<file path="src/rtl/ahb_pkg.sv">
// Shared AHB encodings (HTRANS, HBURST, HRESP) and the burst-length lookup
// used by the arbiter.
package ahb_pkg;

    typedef enum logic [1:0] {
        HTRANS_IDLE   = 2'b00,
        HTRANS_BUSY   = 2'b01,
        HTRANS_NONSEQ = 2'b10,
        HTRANS_SEQ    = 2'b11
    } htrans_e;

    typedef enum logic [2:0] {
        HBURST_SINGLE = 3'd0,
        HBURST_INCR   = 3'd1,
        HBURST_WRAP4  = 3'd2,
        HBURST_INCR4  = 3'd3,
        HBURST_WRAP8  = 3'd4,
        HBURST_INCR8  = 3'd5,
        HBURST_WRAP16 = 3'd6,
        HBURST_INCR16 = 3'd7
    } hburst_e;

    typedef enum logic [1:0] {
        HRESP_OKAY  = 2'b00,
        HRESP_ERROR = 2'b01,
        HRESP_RETRY = 2'b10,
        HRESP_SPLIT = 2'b11
    } hresp_e;

    // Beat count of a burst; 0 means undefined length (INCR).
    function automatic logic [4:0] burst_len(input logic [2:0] hburst);
        case (hburst)
            HBURST_SINGLE:               return 5'd1;
            HBURST_WRAP4, HBURST_INCR4:  return 5'd4;
            HBURST_WRAP8, HBURST_INCR8:  return 5'd8;
            HBURST_WRAP16, HBURST_INCR16: return 5'd16;
            default:                     return 5'd0;
        endcase
    endfunction

endpackage

</file>
<file path="src/rtl/ahb_rr_picker.sv">
// Combinational request picker: round-robin after the last grant by default,
// lowest index wins when AHB_ARB_FIXED_PRIO_EN is defined.
module ahb_rr_picker #(
    parameter int MASTER_COUNT = 4,
    parameter int MIDX_W       = $clog2(MASTER_COUNT)
) (
    input  logic [MASTER_COUNT-1:0] req,
    input  logic [MIDX_W-1:0]       last,
    output logic [MIDX_W-1:0]       winner,
    output logic                    valid
);

    logic [MIDX_W-1:0] idx;

    // NOTE: every variable written here gets a default first so no path can infer a latch.
    always_comb begin
        winner = '0;
        valid  = 1'b0;
        idx    = '0;
`ifdef AHB_ARB_FIXED_PRIO_EN
        for (int i = MASTER_COUNT - 1; i >= 0; i--) begin
            idx = MIDX_W'(i);
            if (req[idx]) begin
                winner = idx;
                valid  = 1'b1;
            end
        end
`else
        // Descending scan so the nearest requester after 'last' is written last;
        // offset MASTER_COUNT is 'last' itself, which therefore competes last.
        for (int i = MASTER_COUNT; i >= 1; i--) begin
            idx = MIDX_W'((int'(last) + i) % MASTER_COUNT);
            if (req[idx]) begin
                winner = idx;
                valid  = 1'b1;
            end
        end
`endif
    end

`ifdef AHB_ARB_FIXED_PRIO_EN
    logic unused_last;
    assign unused_last = ^last;
`endif

endmodule

</file>
<file path="src/rtl/ahb_arbiter.sv">
// AHB bus arbiter: round-robin grant, fixed-length bursts held to completion,
// HLOCK keeps the owner. Define AHB_ARB_FIXED_PRIO_EN for fixed priority.
module ahb_arbiter
    import ahb_pkg::*;
#(
    parameter int MASTER_COUNT   = 4,
    parameter int DEFAULT_MASTER = 0,
    parameter int MIDX_W         = $clog2(MASTER_COUNT)
) (
    input  logic                    HCLK,
    input  logic                    HRESET,
    input  logic [MASTER_COUNT-1:0] HBUSREQ,
    input  logic [MASTER_COUNT-1:0] HLOCK,
    input  logic [1:0]              HTRANS,
    input  logic [2:0]              HBURST,
    input  logic                    HREADY,
    output logic [MASTER_COUNT-1:0] HGRANT,
    output logic [MIDX_W-1:0]       HMASTER,
    output logic [MIDX_W-1:0]       HMASTER_D,
    output logic                    HMASTLOCK
);

    localparam logic [0:0]        ST_ARB   = 1'b0;
    localparam logic [0:0]        ST_BURST = 1'b1;
    localparam logic [MIDX_W-1:0] DEF_IDX  = MIDX_W'(DEFAULT_MASTER);

    logic [0:0]              state_q, state_d;
    logic [3:0]              cnt_q, cnt_d;
    logic [MIDX_W-1:0]       master_q, master_d;
    logic [MIDX_W-1:0]       master_dp_q, master_dp_d;
    logic [MASTER_COUNT-1:0] grant_q, grant_d;
    logic                    mastlock_q, mastlock_d;

    logic              acc, is_nonseq, fixed_len, rearb, pick_valid;
    logic [4:0]        len;
    logic [MIDX_W-1:0] pick_idx, next_owner;

    ahb_rr_picker #(
        .MASTER_COUNT(MASTER_COUNT),
        .MIDX_W      (MIDX_W)
    ) u_picker (
        .req   (HBUSREQ),
        .last  (master_q),
        .winner(pick_idx),
        .valid (pick_valid)
    );

    always_comb begin
        acc       = HREADY & HTRANS[1];
        is_nonseq = (HTRANS == HTRANS_NONSEQ);
        len       = burst_len(HBURST);
        fixed_len = (len > 5'd1);
        if (HLOCK[master_q] & HBUSREQ[master_q]) begin
            next_owner = master_q;
        end else if (pick_valid) begin
            next_owner = pick_idx;
        end else begin
            next_owner = DEF_IDX;
        end
    end

    // A burst start keeps the grant on its own edge; the issuing master owns the beats that follow.
    always_comb begin
        state_d = state_q;
        cnt_d   = cnt_q;
        rearb   = 1'b0;
        if (HREADY) begin
            if (acc && is_nonseq && fixed_len) begin
                state_d = ST_BURST;
                cnt_d   = 4'(len - 5'd1);
            end else if (state_q == ST_ARB) begin
                rearb = 1'b1;
            end else if ((acc && (is_nonseq || cnt_q == 4'd1)) || HTRANS == HTRANS_IDLE) begin
                state_d = ST_ARB;
                cnt_d   = 4'd0;
                rearb   = 1'b1;
            end else if (acc) begin
                cnt_d = cnt_q - 4'd1;
            end
        end
    end

    always_comb begin
        master_d    = master_q;
        grant_d     = grant_q;
        mastlock_d  = mastlock_q;
        master_dp_d = HREADY ? master_q : master_dp_q;
        if (rearb) begin
            master_d   = next_owner;
            grant_d    = MASTER_COUNT'(1) << next_owner;
            mastlock_d = HLOCK[next_owner];
        end
    end

    // NOTE: sequential state uses non-blocking assignments so every flop samples pre-edge values.
    always_ff @(posedge HCLK) begin
        if (HRESET) begin
            state_q     <= ST_ARB;
            cnt_q       <= 4'd0;
            master_q    <= DEF_IDX;
            master_dp_q <= DEF_IDX;
            grant_q     <= MASTER_COUNT'(1) << DEF_IDX;
            mastlock_q  <= 1'b0;
        end else begin
            state_q     <= state_d;
            cnt_q       <= cnt_d;
            master_q    <= master_d;
            master_dp_q <= master_dp_d;
            grant_q     <= grant_d;
            mastlock_q  <= mastlock_d;
        end
    end

    assign HGRANT    = grant_q;
    assign HMASTER   = master_q;
    assign HMASTER_D = master_dp_q;
    assign HMASTLOCK = mastlock_q;

endmodule

</file>
<file path="config.mk">
export PLATFORM = sky130hd
export DESIGN_NAME = ahb_arbiter
export DESIGN_NICKNAME = d
export VERILOG_FILES = /design/src/rtl/ahb_pkg.sv /design/src/rtl/ahb_rr_picker.sv /design/src/rtl/ahb_arbiter.sv
export SDC_FILE = /design/constraint.sdc
export NUM_CORES = 1
export LEC_CHECK = 0
export BUFFER_PORTS_ARGS = -buffer_cell sky130_fd_sc_hd__buf_2
export CAP_MARGIN = 20
export CORE_MARGIN = 8
export CORE_UTILIZATION = 50
export CTS_CLUSTER_DIAMETER = 200
export DETAILED_ROUTE_END_ITERATION = 12
export PLACE_DENSITY = 0.76
export SKIP_LAST_GASP = 1
export SYNTH_ARGS = -nofsm -noshare
export SYNTH_HDL_FRONTEND = slang
export SYNTH_HIERARCHICAL = 1
export SYNTH_SLANG_ARGS = --single-unit
</file>
<file path="constraint.sdc">
create_clock -name HCLK -period 2.8 [get_ports HCLK]
set_input_delay 0.56 -clock HCLK [delete_from_list [all_inputs] [get_ports HCLK]]
set_output_delay 0.56 -clock HCLK [all_outputs]
set_load 0.005 [all_outputs]
</file>
==> results summary, run 1 <==
The flow ran to the end, and the final reports show no timing, DRC or antenna violations. The number of failing hold endpoints at the final stage came to 0. In the final layout, the share of cells above drive strength 1 is between 20% and 30%. The minimum setup slack among reg-to-reg paths is 0.63 ns.

Detailed routing inserted a total of 956 vias. The buffers inserted during post-CTS setup optimization came out at 0. The cell repeated most along the worst path is sky130_fd_sc_hd__a21oi_2.

In this run the most critical hold path is launched from HGRANT[2]$_SDFFE_PP0P_. After synthesis, the share of flip-flops with an asynchronous set or reset is 0%. The number of synthesized flops with an enable pin came out at 0. The final worst-path cycle share is 77.4%.

CTS built an H-tree with a depth of 1. The max-slew violation total from the final report is 0. Among all flip-flop cells after synthesis, the most frequent one is sky130_fd_sc_hd__dfxtp_1. The count of mapped cells out of synthesis came out at 117. Along the worst path, the maximum fanout reaches 15. The clock reaches the later pin of the worst-skew pair after between 0.2 and 0.3 ns.

The largest stage delay on the critical path came out at 0.65 ns. By count the netlist is led by sky130_fd_sc_hd__dfxtp_1, sky130_fd_sc_hd__nor2_1, sky130_fd_sc_hd__a21oi_1, sky130_fd_sc_hd__nand2_1, sky130_fd_sc_hd__inv_1. The cell type of the slowest stage on the worst timing path is sky130_fd_sc_hd__dfxtp_1. The cell area reported after detailed placement is roughly 1100 um^2. The total power divided by cell area came out at between 400 and 500 nW/um^2. The portion of the post-synthesis area used by sequential elements is 28.5%. For this block, the initial DRC count from the detailed router was 25.

The die area is 3640 um^2. For the worst setup path, the data required time is 3.02 ns. The cell type contributing the most total cell area after synthesis is sky130_fd_sc_hd__dfxtp_1.

The clock tree skew after final layout is approximately 0.0060 ns. Global routing used 13.3% of the available tracks across all layers. The distinct cell type count of the synthesized netlist is 41.

The placer's final routability congestion estimate is 0.834. The detailed-route vias per instance is between 5 and 6. The height of the die is 60.3 um.

The data arrival time at the worst-slack endpoint came out at 2.39 ns. The kind of critical path is flop to flop. The worst register-to-register path ends at HGRANT[1]$_SDFFE_PP0P_. The via count of the first global-routing pass came out at 941.

The synthesized net count came out at around 140. Setup repair after global routing left no endpoint under its margin. The most frequent cell after synthesis is sky130_fd_sc_hd__dfxtp_1. For this configuration, the core starts out at a cell density of 51.6%. The count of boundary I/O pins is 25.

The estimated wirelength of the detail-placed design is approximately 1800 um. The synthesis-to-finish area growth came out at 16.6%. The antenna diode instance count is 0. The maximum number of pins on one net before global-route repair is 16. Buffers placed on the I/O ports in this run total 24.

The deepest clock path buffer count came out at 2. The number of nets in the layout is 162. The accumulated negative setup slack is 0 ns.

The post-cts repair resize count is 0. The global-route congestion overflow total came out at 0. The per-cell routed wire length is approximately 13 um. The die is 60.3 um wide.

The filler cell count in the final layout came out at roughly 200. The number of hold buffers added after CTS was 0. The flip-flop and latch count after synthesis came out at 14. TritonCTS created 3 clock buffers. The number of nets still failing antenna checks after routing is 0. The worst flop-to-flop path startpoint is HMASTER[1]$_SDFFE_PP0P_. The first global-routing pass estimated 3840 um of wire. The worst slack at placement came out at 0.586 ns.

The max-slew headroom at the worst pin came out at between 60 and 70%. The design area came out at between 1000 and 1500 um^2. The CTS sink count came out at 14.

The achievable clock frequency came out at 461 MHz. The path class of the tightest hold or removal check is flop to flop. After detailed routing, the total wire length is 2240 um. The path with the worst hold slack has its endpoint at HGRANT[2]$_SDFFE_PP0P_. The final setup slack of the worst path is 0.632 ns.

The mapped netlist covers 982 um^2. The initial antenna violation count came out at 0. The number of endpoints failing setup at the final stage came out at 0.

The number of warnings printed during yosys synthesis came out at 6. For the finished layout, the period the worst path requires is 2.17 ns. STA classifies the critical path startpoint as a flop.

CTS placed an instance of sky130_fd_sc_hd__clkbuf_4 at the clock tree root. The tool flagged a number of max-cap violations equal to 0. The mean cell area of the mapped netlist is about 8.4 um^2. The worst hold path depth came out at 2. The number of rows in the core area came out at 16. Traced cell by cell, the critical path runs through nand2b_1 > a21oi_2 > o221ai_2 > and2_1 > a31oi_1 > a31oi_4 > or3b_1 > a21oi_2. The standby leakage power came out at just over 0.0005 uW. The clock-pin slew of the registers on the worst-case setup and hold paths is 0.09 ns.

Ranked by total cell area, the synthesized netlist is headed by sky130_fd_sc_hd__dfxtp_1, sky130_fd_sc_hd__nor2_1, sky130_fd_sc_hd__a21oi_1, sky130_fd_sc_hd__nand2b_1, sky130_fd_sc_hd__mux2i_1. The remaining routing DRC violations is 0. The area share of the largest cell type after synthesis came out at 28.5%. The worst setup path is captured at a flop. The actual slew at the worst max-slew pin came out at about 0.60 ns. TritonCTS built the clock tree. The first-pass detailed-route iteration total is 4. The depth of the worst register-to-register path is 8. The core box area is 1900 um^2.

The highest ir drop seen on vdd came out at 0.000256 V.
critical path, delay by kind of cell, from the launching register on:
family	cells	cell delay, ns
AO/OA/AOI/OAI	5	0.68
flip-flops	1	0.65
AND/OR/NAND/NOR	3	0.77
layout make-up:
cell class / count / area (um^2) / share of cell area [%]
multi-input cells: 92 / 644 / 56.3
flip-flops and latches: 14 / 280 / 24.5
repair buffers: 24 / 120 / 10.5
clock buffers: 4 / 36.3 / 3.17
well taps: 27 / 33.8 / 2.95
inverters: 8 / 30.0 / 2.62
cells in the final DEF, fill, tap and decap left out, types with 4 or more instances in the layout:
master                     netlist  final
sky130_fd_sc_hd__dfxtp_1        14     14
sky130_fd_sc_hd__nor2_1         13     13
sky130_fd_sc_hd__nand2_1         9      9
sky130_fd_sc_hd__a21oi_1         9      9
sky130_fd_sc_hd__mux2i_1         4      4
sky130_fd_sc_hd__o21ai_0         4      4
sky130_fd_sc_hd__inv_1           8      8
sky130_fd_sc_hd__buf_2           1     24
sky130_fd_sc_hd__nand3_1         4      4
sky130_fd_sc_hd__nand2b_1        7      7
report_power, final:
| group | total, uW | internal, uW | switching [uW] |
|---|---|---|---|
| combinational | 147 | 68.9 | 78.1 |
| sequential | 230 | 214 | 15.9 |
| clock | 147 | 79.1 | 67.6 |
| total | 523 | 362 | 162 |
metal layers:
layer / wire length [um] / global-route usage (%) / vias up / part of all wire, %
met5: 0 / 0 / - / 0
met4: 12 / 6.12 / 0 / 0.54
met3: 84 / 1.94 / 2 / 3.7
met2: 1150 / 25.2 / 24 / 51
met1: 996 / 14.0 / 448 / 44
li1: - / - / 482 / -
flip-flops by register name (all words and copies together), names as in the netlist:
signal and flops:
HGRANT 4, cnt_q 4, HMASTER 2, HMASTER_D 2
HMASTLOCK 1, state_q 1
logic make-up (layout without fill, tap and decap cells):
logic type | Yosys count | in the layout | synth area share [%]
compound gates | 35 | 35 | 27.4
xor+xnor | 1 | 1 | 0.892
fa+ha+maj | 3 | 3 | 3.82
simple gates | 49 | 49 | 29.4
buf+inv | 11 | 36 | 5.86
mux | 4 | 4 | 4.08
flops | 14 | 14 | 28.5
how the worst max path moves through the flow:
stage                            startpoint                     end  cells past startpoint
global route        HMASTER[1]$_SDFFE_PP0P_  HGRANT[1]$_SDFFE_PP0P_                      8
CTS                 HMASTER[1]$_SDFFE_PP0P_  HGRANT[1]$_SDFFE_PP0P_                      8
finish              HMASTER[1]$_SDFFE_PP0P_  HGRANT[1]$_SDFFE_PP0P_                      8
floorplan                        HBUSREQ[2]  HGRANT[1]$_SDFFE_PP0P_                      8
global placement                 HBUSREQ[2]  HGRANT[1]$_SDFFE_PP0P_                      9
detailed placement               HBUSREQ[2]  HGRANT[1]$_SDFFE_PP0P_                      9
stage by stage:
step                      utilization (%)  total power (uW)  hold slack [ns]  cells
after floorplan                         -               338            0.453    117
after global placement               58.3               376            0.442    165
after detailed placement             58.3               381            0.453    165
after CTS                            60.2               528            0.465    169
after global routing                 60.2               555            0.491    169
final                                60.2               523            0.459    169
Power figures use the tool's default switching activity.
==> run 2, diff against run 1 <==
--- a/config.mk
+++ b/config.mk
@@ -8,10 +8,10 @@
 export BUFFER_PORTS_ARGS = -buffer_cell sky130_fd_sc_hd__buf_2
 export CAP_MARGIN = 20
 export CORE_MARGIN = 8
-export CORE_UTILIZATION = 50
+export CORE_UTILIZATION = 46
 export CTS_CLUSTER_DIAMETER = 200
 export DETAILED_ROUTE_END_ITERATION = 12
-export PLACE_DENSITY = 0.76
+export PLACE_DENSITY = 0.74
 export SKIP_LAST_GASP = 1
 export SYNTH_ARGS = -nofsm -noshare
 export SYNTH_HDL_FRONTEND = slang
==> constraint.sdc (replaced) <==
create_clock -name HCLK -period 1.8 [get_ports HCLK]
set_input_delay 0.36 -clock HCLK [delete_from_list [all_inputs] [get_ports HCLK]]
set_output_delay 0.36 -clock HCLK [all_outputs]
set_load 0.005 [all_outputs]
==> run 2 against run 1 <==
Net effect: sequential power rose by 53%; clock skew rose by 0.0042 ns; sequential cell count did not move; critical path depth did not move; critical endpoint unchanged; die area rose by 6.4%; largest cell class unchanged.
==> results summary, run 2 (synthesis gave the netlist of run 1 again) <==
The CTS sink count is 14 (unchanged). The sequential cell area came out at 285 um^2 (+1.8%). The effective utilization at floorplan came out at 49.6% (-2.1 points). The highest ir drop seen on vdd came out at 0.000382 V (+49%). The first-pass detailed-route iteration total came to 4 (unchanged).

The actual slew at the worst max-slew pin came out at 0.347 ns (-0.249 ns). The root buffer cell chosen for the clock tree is sky130_fd_sc_hd__clkbuf_4. The detailed-route wire length is 2420 um (+8.1%). The global-route congestion overflow total is 0 (unchanged). The count of buffers from port buffering is 24 (unchanged).

The power consumption was 822 uW (+57%). The core box area is 1980 um^2 (+4.2%). TritonCTS built the clock tree. The combinational share of power came out at 33.9% (+5.8 points).

The final setup slack of the worst path came out at 0.0355 ns (-0.597 ns). The via count of the first global-routing pass is 948 (+0.74%). The worst hold endpoint is HMASTER_D[0]$_SDFFE_PP0P_. The depth of the worst register-to-register path came out at 8 (unchanged). The remaining routing DRC violations is 0 (unchanged). The die area is 3870 um^2 (+6.4%).

The deepest level of the CTS H-tree came to 1 (unchanged). The share of total power in the clock network was 23.1% (-4.9 points). The flow ran to the end, and the final reports show no timing, DRC or antenna violations. The worst hold path depth is 2 (unchanged). The type of origin of the critical path is a flop.

The power share of the sequential group was 42.9% (-1.0 points). The critical path required time is 2.02 ns (-1.00 ns). The total of max-cap violations came out at 0 (unchanged).

The number of failing hold endpoints at the final stage is 0 (unchanged). The top cell types in the final layout, fill and taps aside, are sky130_fd_sc_hd__buf_2, sky130_fd_sc_hd__nor2_1, sky130_fd_sc_hd__dfxtp_1. The number of endpoints failing setup at the final stage is 0 (unchanged). The clock-pin slew of the registers on the worst-case setup and hold paths is 0.09 ns (about the same).

The violation count after the first detailed-route iteration was 23 (-8.0%). The aggregate global-route resource usage is 12.0% (-1.4 points). The clock buffer count from CTS came out at 3 (unchanged).

The detailed-route vias per instance came out at 5.56 (-1.8%). The max-slew headroom at the worst pin was 76.9% (+17 points). The clock tree skew after final layout is 0.0102 ns (+0.00417 ns).

The startpoint identified for the worst hold timing path is HRESET. The worst register-to-register path ends at HGRANT[1]$_SDFFE_PP0P_. The number of nets still failing antenna checks after routing is 0 (unchanged). The worst register-to-register path begins at HMASTER[1]$_SDFFE_PP0P_. The total vias in the final route came out at 1000 (+4.6%).

The number of nets in the layout is 173 (+6.8%). The minimum setup slack among reg-to-reg paths is 0.04 ns (-0.60 ns). The height of the die is 62.2 um (+3.1%). The data arrival time at the worst-slack endpoint came out at 1.98 ns (-0.41 ns).

The final worst-path cycle share is 98.0% (+21 points). The most common cell after layout, fill and taps aside is sky130_fd_sc_hd__buf_2. STA classifies the critical path endpoint as a flop. The final critical path time including I/O delays and setup was 1.76 ns (-0.403 ns).

The total power divided by cell area came out at 656 nW/um^2 (+44%). The estimated wirelength of the detail-placed design is 1960 um (+12%). By startpoint and endpoint, the worst setup path is classified as flop to flop. The insertion delay of the later-clocked pin in the worst-skew pair came out at 0.28 ns (about the same). The first-pass GRT wire length came out at 4020 um (+4.7%). The placer's final routability congestion estimate is 0.787 (-5.6%).

The cell internal power dissipation is 557 uW (+54%). The switching power is 265 uW (+64%). The count of boundary I/O pins came out at 25 (unchanged).

The maximum number of pins on one net before global-route repair is 14 (-2). The initial antenna violation count came out at 0 (unchanged). The standby leakage power is 0.000574 uW (+11%). The count of hold buffers inserted by post-cts repair came out at 0 (unchanged). The worst slack at placement is -0.166 ns (-0.751 ns).

Setup repair after global routing could not meet its margin everywhere. The achievable clock frequency came out at 567 MHz (+23%). The per-cell routed wire length is 13.5 um (+1.5%). The maximum fanout along the worst path is 8 (-7). The filler cell count in the final layout is 173 (-12%). The proportion of total power due to net switching is 32.2% (+1.3 points). The share of cells above drive strength 1 is 36.6% (+8.4 points). The die boundary width is 62.2 um (+3.1%). The deepest clock path buffer count is 2 (unchanged). The class of the tightest hold or removal check is input pin to flop.

The area of the multi-input gates came out at 676 um^2 (+4.9%). The max-slew violation total from the final report is 0 (unchanged). The synthesis-to-finish area growth is 27.6%.

The number of rows in the core area is 16 (unchanged). The antenna diode instance count came to 0 (unchanged).
## run 2: cell count changes in the layout (fill, tap and decap cells not counted), sizes merged
cell,delta
buf,+11
## run 2: cell type report
cell class | count | area share [%]
inverters | 8 | 2.40
flip-flops and latches | 14 | 22.8
repair buffers | 35 | 16.2
clock buffers | 4 | 2.10
well taps | 27 | 2.69
multi-input cells | 92 | 53.9
## run 2: critical path: stages, from the launching register on
cell	delay, ns
sky130_fd_sc_hd__dfxtp_4	0.40
sky130_fd_sc_hd__nand2b_4	0.13
sky130_fd_sc_hd__a21oi_2	0.06
sky130_fd_sc_hd__o221ai_2	0.17
sky130_fd_sc_hd__and2_4	0.19
sky130_fd_sc_hd__a31oi_2	0.10
sky130_fd_sc_hd__a31oi_4	0.15
sky130_fd_sc_hd__or3b_1	0.37
sky130_fd_sc_hd__a21oi_2	0.12
## run 2: worst max path at each step
stage	startpoint	endpoint	slack, ns	cells past startpoint
after CTS	HMASTER[1]$_SDFFE_PP0P_	HGRANT[3]$_SDFFE_PP0P_	0.01	8
after floorplan	HBUSREQ[2]	HGRANT[1]$_SDFFE_PP0P_	0.03	8
after global placement	HBUSREQ[2]	HGRANT[1]$_SDFFE_PP0P_	-0.1	9
after global routing	HMASTER[1]$_SDFFE_PP0P_	HGRANT[1]$_SDFFE_PP0P_	-0.03	8
final	HMASTER[1]$_SDFFE_PP0P_	HGRANT[1]$_SDFFE_PP0P_	0.04	8
after detailed placement	HBUSREQ[2]	HGRANT[1]$_SDFFE_PP0P_	-0.17	9
## run 2: per-stage QoR
step                instances  cell area, um^2  TNS, ns  hold slack (ns)  utilization (%)
floorplan                 117              986        0            0.453                -
global placement          174             1180   -0.184            0.446             59.5
detailed placement        174             1180   -0.599            0.451             59.5
CTS                       180             1230        0            0.384             62.1
global route              180             1250  -0.0352            0.410             63.3
finish                    180             1250        0            0.405             63.3
## run 2: layer usage
metal | share of wire [%] | global-route usage, %
met1 | 44 | 12.8
met2 | 54 | 22.9
met3 | 1.4 | 1.61
met4 | 0.66 | 4.37
met5 | 0 | 0
## run 2: timing repair
item / in CTS / in global routing
resized for setup: 2 / 4
pin swaps: 0 / 1
setup endpoints to repair: 5 / 7
setup buffers: 2 / 0
## run 2: power groups by stage
stage | clock [uW] | sequential, uW | combinational [uW]
finish | 190 | 353 | 279
global route | 211 | 356 | 307
CTS | 197 | 352 | 271
detailed placement | 0 | 360 | 260
global placement | 0 | 358 | 252
floorplan | 0 | 360 | 166
==> run 3, diff against run 2 <==
--- a/config.mk
+++ b/config.mk
@@ -17,3 +17,4 @@
 export SYNTH_HDL_FRONTEND = slang
 export SYNTH_HIERARCHICAL = 1
 export SYNTH_SLANG_ARGS = --single-unit
+export TNS_END_PERCENT = 20
==> constraint.sdc (replaced) <==
create_clock -name HCLK -period 1.8 [get_ports HCLK]
set_input_delay 0.36 -clock HCLK [delete_from_list [all_inputs] [get_ports HCLK]]
set_output_delay 0.36 -clock HCLK [all_outputs]
set_load 0.1 [all_outputs]
==> run 3 against run 2 <==
Net effect: critical path type unchanged; largest power group is now combinational logic; combinational power up 29%; global-route usage shrank 0.64 points; count of clock-buffer cells in the layout unchanged.
==> results summary, run 3 (synthesis gave the netlist of run 1 again) <==
The detailed-route wire length is 2260 um (-6.9%). The tightest min-delay check is of the input pin to flop type. The cell repeated most along the worst path is sky130_fd_sc_hd__a21oi_2. The first-pass detailed-route iteration total is 4 (unchanged). The largest stage delay on the critical path came to 0.39 ns (about the same). The detailed-route vias per instance is 5.34 (-3.8%). The run finished with clean final reports. The data arrival time at the worst-slack endpoint was 1.98 ns (about the same). The die boundary width came to 62.2 um (unchanged). The minimum setup slack among reg-to-reg paths came out at 0.03 ns (about the same). The number of nets in the layout is 170 (-1.7%).

The total vias in the final route is 946 (-5.4%). The library cell used most frequently in the layout, excluding fill and tap cells, is sky130_fd_sc_hd__buf_2. The met3 track demand over resource in global routing came out at 2.15% (+0.54 points). The max-slew violation total from the final report is 0 (unchanged). The clock buffer count from CTS came out at 3 (unchanged). The remaining routing DRC violations came out at 0 (unchanged).

The count of buffers from port buffering came out at 24 (unchanged). The insertion delay of the later-clocked pin in the worst-skew pair was 0.28 ns (about the same). The number of rows in the core area came out at 16 (unchanged). The deepest clock path buffer count is 2 (unchanged). The first-pass GRT wire length is 3770 um (-6.2%). The maximum fanout along the worst path is 8 (unchanged). The depth of the worst register-to-register path came out at 8 (unchanged). The clock tree skew after final layout came out at 0.00970 ns (-0.000491 ns).

The number of nets still failing antenna checks after routing came out at 0 (unchanged). The cell type of the slowest stage on the worst timing path is sky130_fd_sc_hd__dfxtp_4. The achievable clock frequency came out at 565 MHz (-0.39%). met2 is the most crowded layer. The type of origin of the critical path is a flop. The height of the die came out at 62.2 um (unchanged). The core box area is 1980 um^2 (unchanged). The critical path required time was 2.01 ns (about the same). Grouping stages by cell kind, the critical path spends the most delay in simple AND/OR/NAND/NOR gates. The worst hold path depth was 3 (+1). The number of failing hold endpoints at the final stage came out at 0 (unchanged). The share of cells above drive strength 1 came to 32.7% (-3.9 points). In this run the critical register-to-register path is launched from HMASTER[1]$_SDFFE_PP0P_. The estimated wirelength of the detail-placed design is 1840 um (-6.1%).

The per-cell routed wire length was 12.7 um (-5.3%). The clock tree from TritonCTS is done. CTS placed an instance of sky130_fd_sc_hd__clkbuf_4 at the clock tree root. STA classifies the critical path endpoint as a flop. The final setup slack of the worst path is 0.0286 ns (-0.00689 ns).

The area of the multi-input gates is 647 um^2 (-4.3%). The max-slew headroom at the worst pin was 67.5% (-9.4 points). The via count of the first global-routing pass came to 881 (-7.1%). Setup repair after global routing could not meet its margin everywhere.

The aggregate global-route resource usage was 11.3% (-0.64 points). The worst path buffer plus inverter count came out at 0 (unchanged). The signal on the critical path passes through nand2b_1 > a21oi_2 > o221ai_2 > and2_4 > a31oi_1 > a31oi_4 > or3b_1 > a21oi_2. The CTS sink count is 14 (unchanged). The non-filler instance count after layout is 177 (-1.7%). The number of endpoints failing setup at the final stage is 0 (unchanged). The initial antenna violation count came out at 0 (unchanged).

The final worst-path cycle share is 98.4% (+0.38 points). The kind of critical path is flop to flop. The antenna diode instance count was 0 (unchanged).

The sequential cell area came out at 285 um^2 (unchanged). In the layout the commonest cells are sky130_fd_sc_hd__buf_2, sky130_fd_sc_hd__nor2_1, sky130_fd_sc_hd__dfxtp_1. The count of boundary I/O pins was 25 (unchanged). The total power divided by cell area is 748 nW/um^2 (+14%). The global-route congestion overflow total came out at 0 (unchanged). The standby leakage power is 0.000550 uW (-4.1%). The worst slack at placement came to -0.134 ns (+0.0319 ns). The worst hold path begins at HREADY. The met2 usage in global routing is 19.3% (-3.6 points). The met1 global-route usage is 12.9% (+0.17 points). The filler cell count in the final layout came out at 182 (+5.2%). The instance count after placement with tap cells included came out at 172 (-1.1%).

The synthesis-to-finish area growth is 22.0%. The final critical path time including I/O delays and setup is 1.77 ns (+0.00689 ns). The maximum number of pins on one net before global-route repair came out at 14 (unchanged).

The violation count after the first detailed-route iteration was 22 (-4.3%). The path with the worst hold slack has its endpoint at cnt_q[3]$_SDFFE_PP0P_. The clock-pin slew of the registers on the worst-case setup and hold paths was 0.09 ns (about the same).

The die area is 3870 um^2 (unchanged). The actual slew at the worst max-slew pin came to 0.491 ns (+0.144 ns). The placer's final routability congestion estimate is 0.790 (+0.38%). The effective utilization at floorplan is 49.6% (unchanged). The endpoint of the worst register-to-register path is HGRANT[1]$_SDFFE_PP0P_. The highest ir drop seen on vdd is 0.000336 V (-12%). The deepest level of the CTS H-tree is 1 (unchanged). The total of max-cap violations is 0 (unchanged).
-- run 3: cell types whose count changed in the layout (fill, tap and decap cells not counted), sizes merged --
| cell | previous run | this run |
|---|---|---|
| buf | 35 | 32 |
-- run 3: where the power goes --
group          leakage [uW]  switching (uW)  internal (uW)  total (uW)
Clock             0.0000150            95.5           85.8         181
Combinational      0.000419             234            127         361
Sequential         0.000116            22.1            333         355
Total              0.000550             351            545         897
-- run 3: area by class of cell --
| cell class | count | share of cell area (%) |
|---|---|---|
| Clock buffer | 4 | 2.19 |
| Inverter | 8 | 2.51 |
| Multi-Input combinational cell | 92 | 54.0 |
| Sequential cell | 14 | 23.8 |
| Tap cell | 27 | 2.82 |
| Timing Repair Buffer | 32 | 14.7 |
-- run 3: repair_timing --
| action | 4_1_cts | 5_1_grt |
|---|---|---|
| pin swaps | 0 | 0 |
| resized for setup | 0 | 1 |
| hold buffers | 0 | 0 |
| setup buffers | 1 | 0 |
| setup endpoints to repair | 2 | 6 |
-- run 3: metal layers --
| layer | vias up | wire length [um] |
|---|---|---|
| met5 | - | 0 |
| met4 | 0 | 0 |
| met3 | 0 | 49 |
| met2 | 17 | 1160 |
| met1 | 434 | 1050 |
| li1 | 495 | - |
-- run 3: worst min-delay path: cells and delay by family --
family / cells / cell delay, ns
buffers and inverters: 1 / 0.15
and+or+nand+nor: 1 / 0.08
AOI/OAI and AO/OA: 1 / 0.06
-- run 3: worst max-delay path by stage --
stage | startpoint | endpoint | slack (ns) | cells after the start
6_report | HMASTER[1]$_SDFFE_PP0P_ | HGRANT[1]$_SDFFE_PP0P_ | 0.03 | 8
3_3_place_gp | HBUSREQ[2] | HGRANT[1]$_SDFFE_PP0P_ | -0.09 | 9
2_1_floorplan | HMASTER[1]$_SDFFE_PP0P_ | HGRANT[1]$_SDFFE_PP0P_ | -0.21 | 8
5_1_grt | HMASTER[1]$_SDFFE_PP0P_ | HGRANT[1]$_SDFFE_PP0P_ | -0.07 | 8
4_1_cts | HMASTER[1]$_SDFFE_PP0P_ | HGRANT[1]$_SDFFE_PP0P_ | 0.007 | 8
3_5_place_dp | HBUSREQ[2] | HGRANT[1]$_SDFFE_PP0P_ | -0.13 | 9
-- run 3: metrics by stage --
step / total power [uW] / setup TNS, ns / utilization (%) / hold slack (ns) / instance area (um^2)
6_report: 897 / 0 / 60.5 / 0.407 / 1200
5_1_grt: 951 / -0.198 / 60.5 / 0.410 / 1200
3_5_place_dp: 718 / -0.309 / 58.8 / 0.460 / 1170
2_1_floorplan: 631 / -0.285 / - / 0.457 / 987
4_1_cts: 905 / 0 / 60.4 / 0.394 / 1200
3_3_place_gp: 712 / -0.137 / 58.8 / 0.443 / 1170
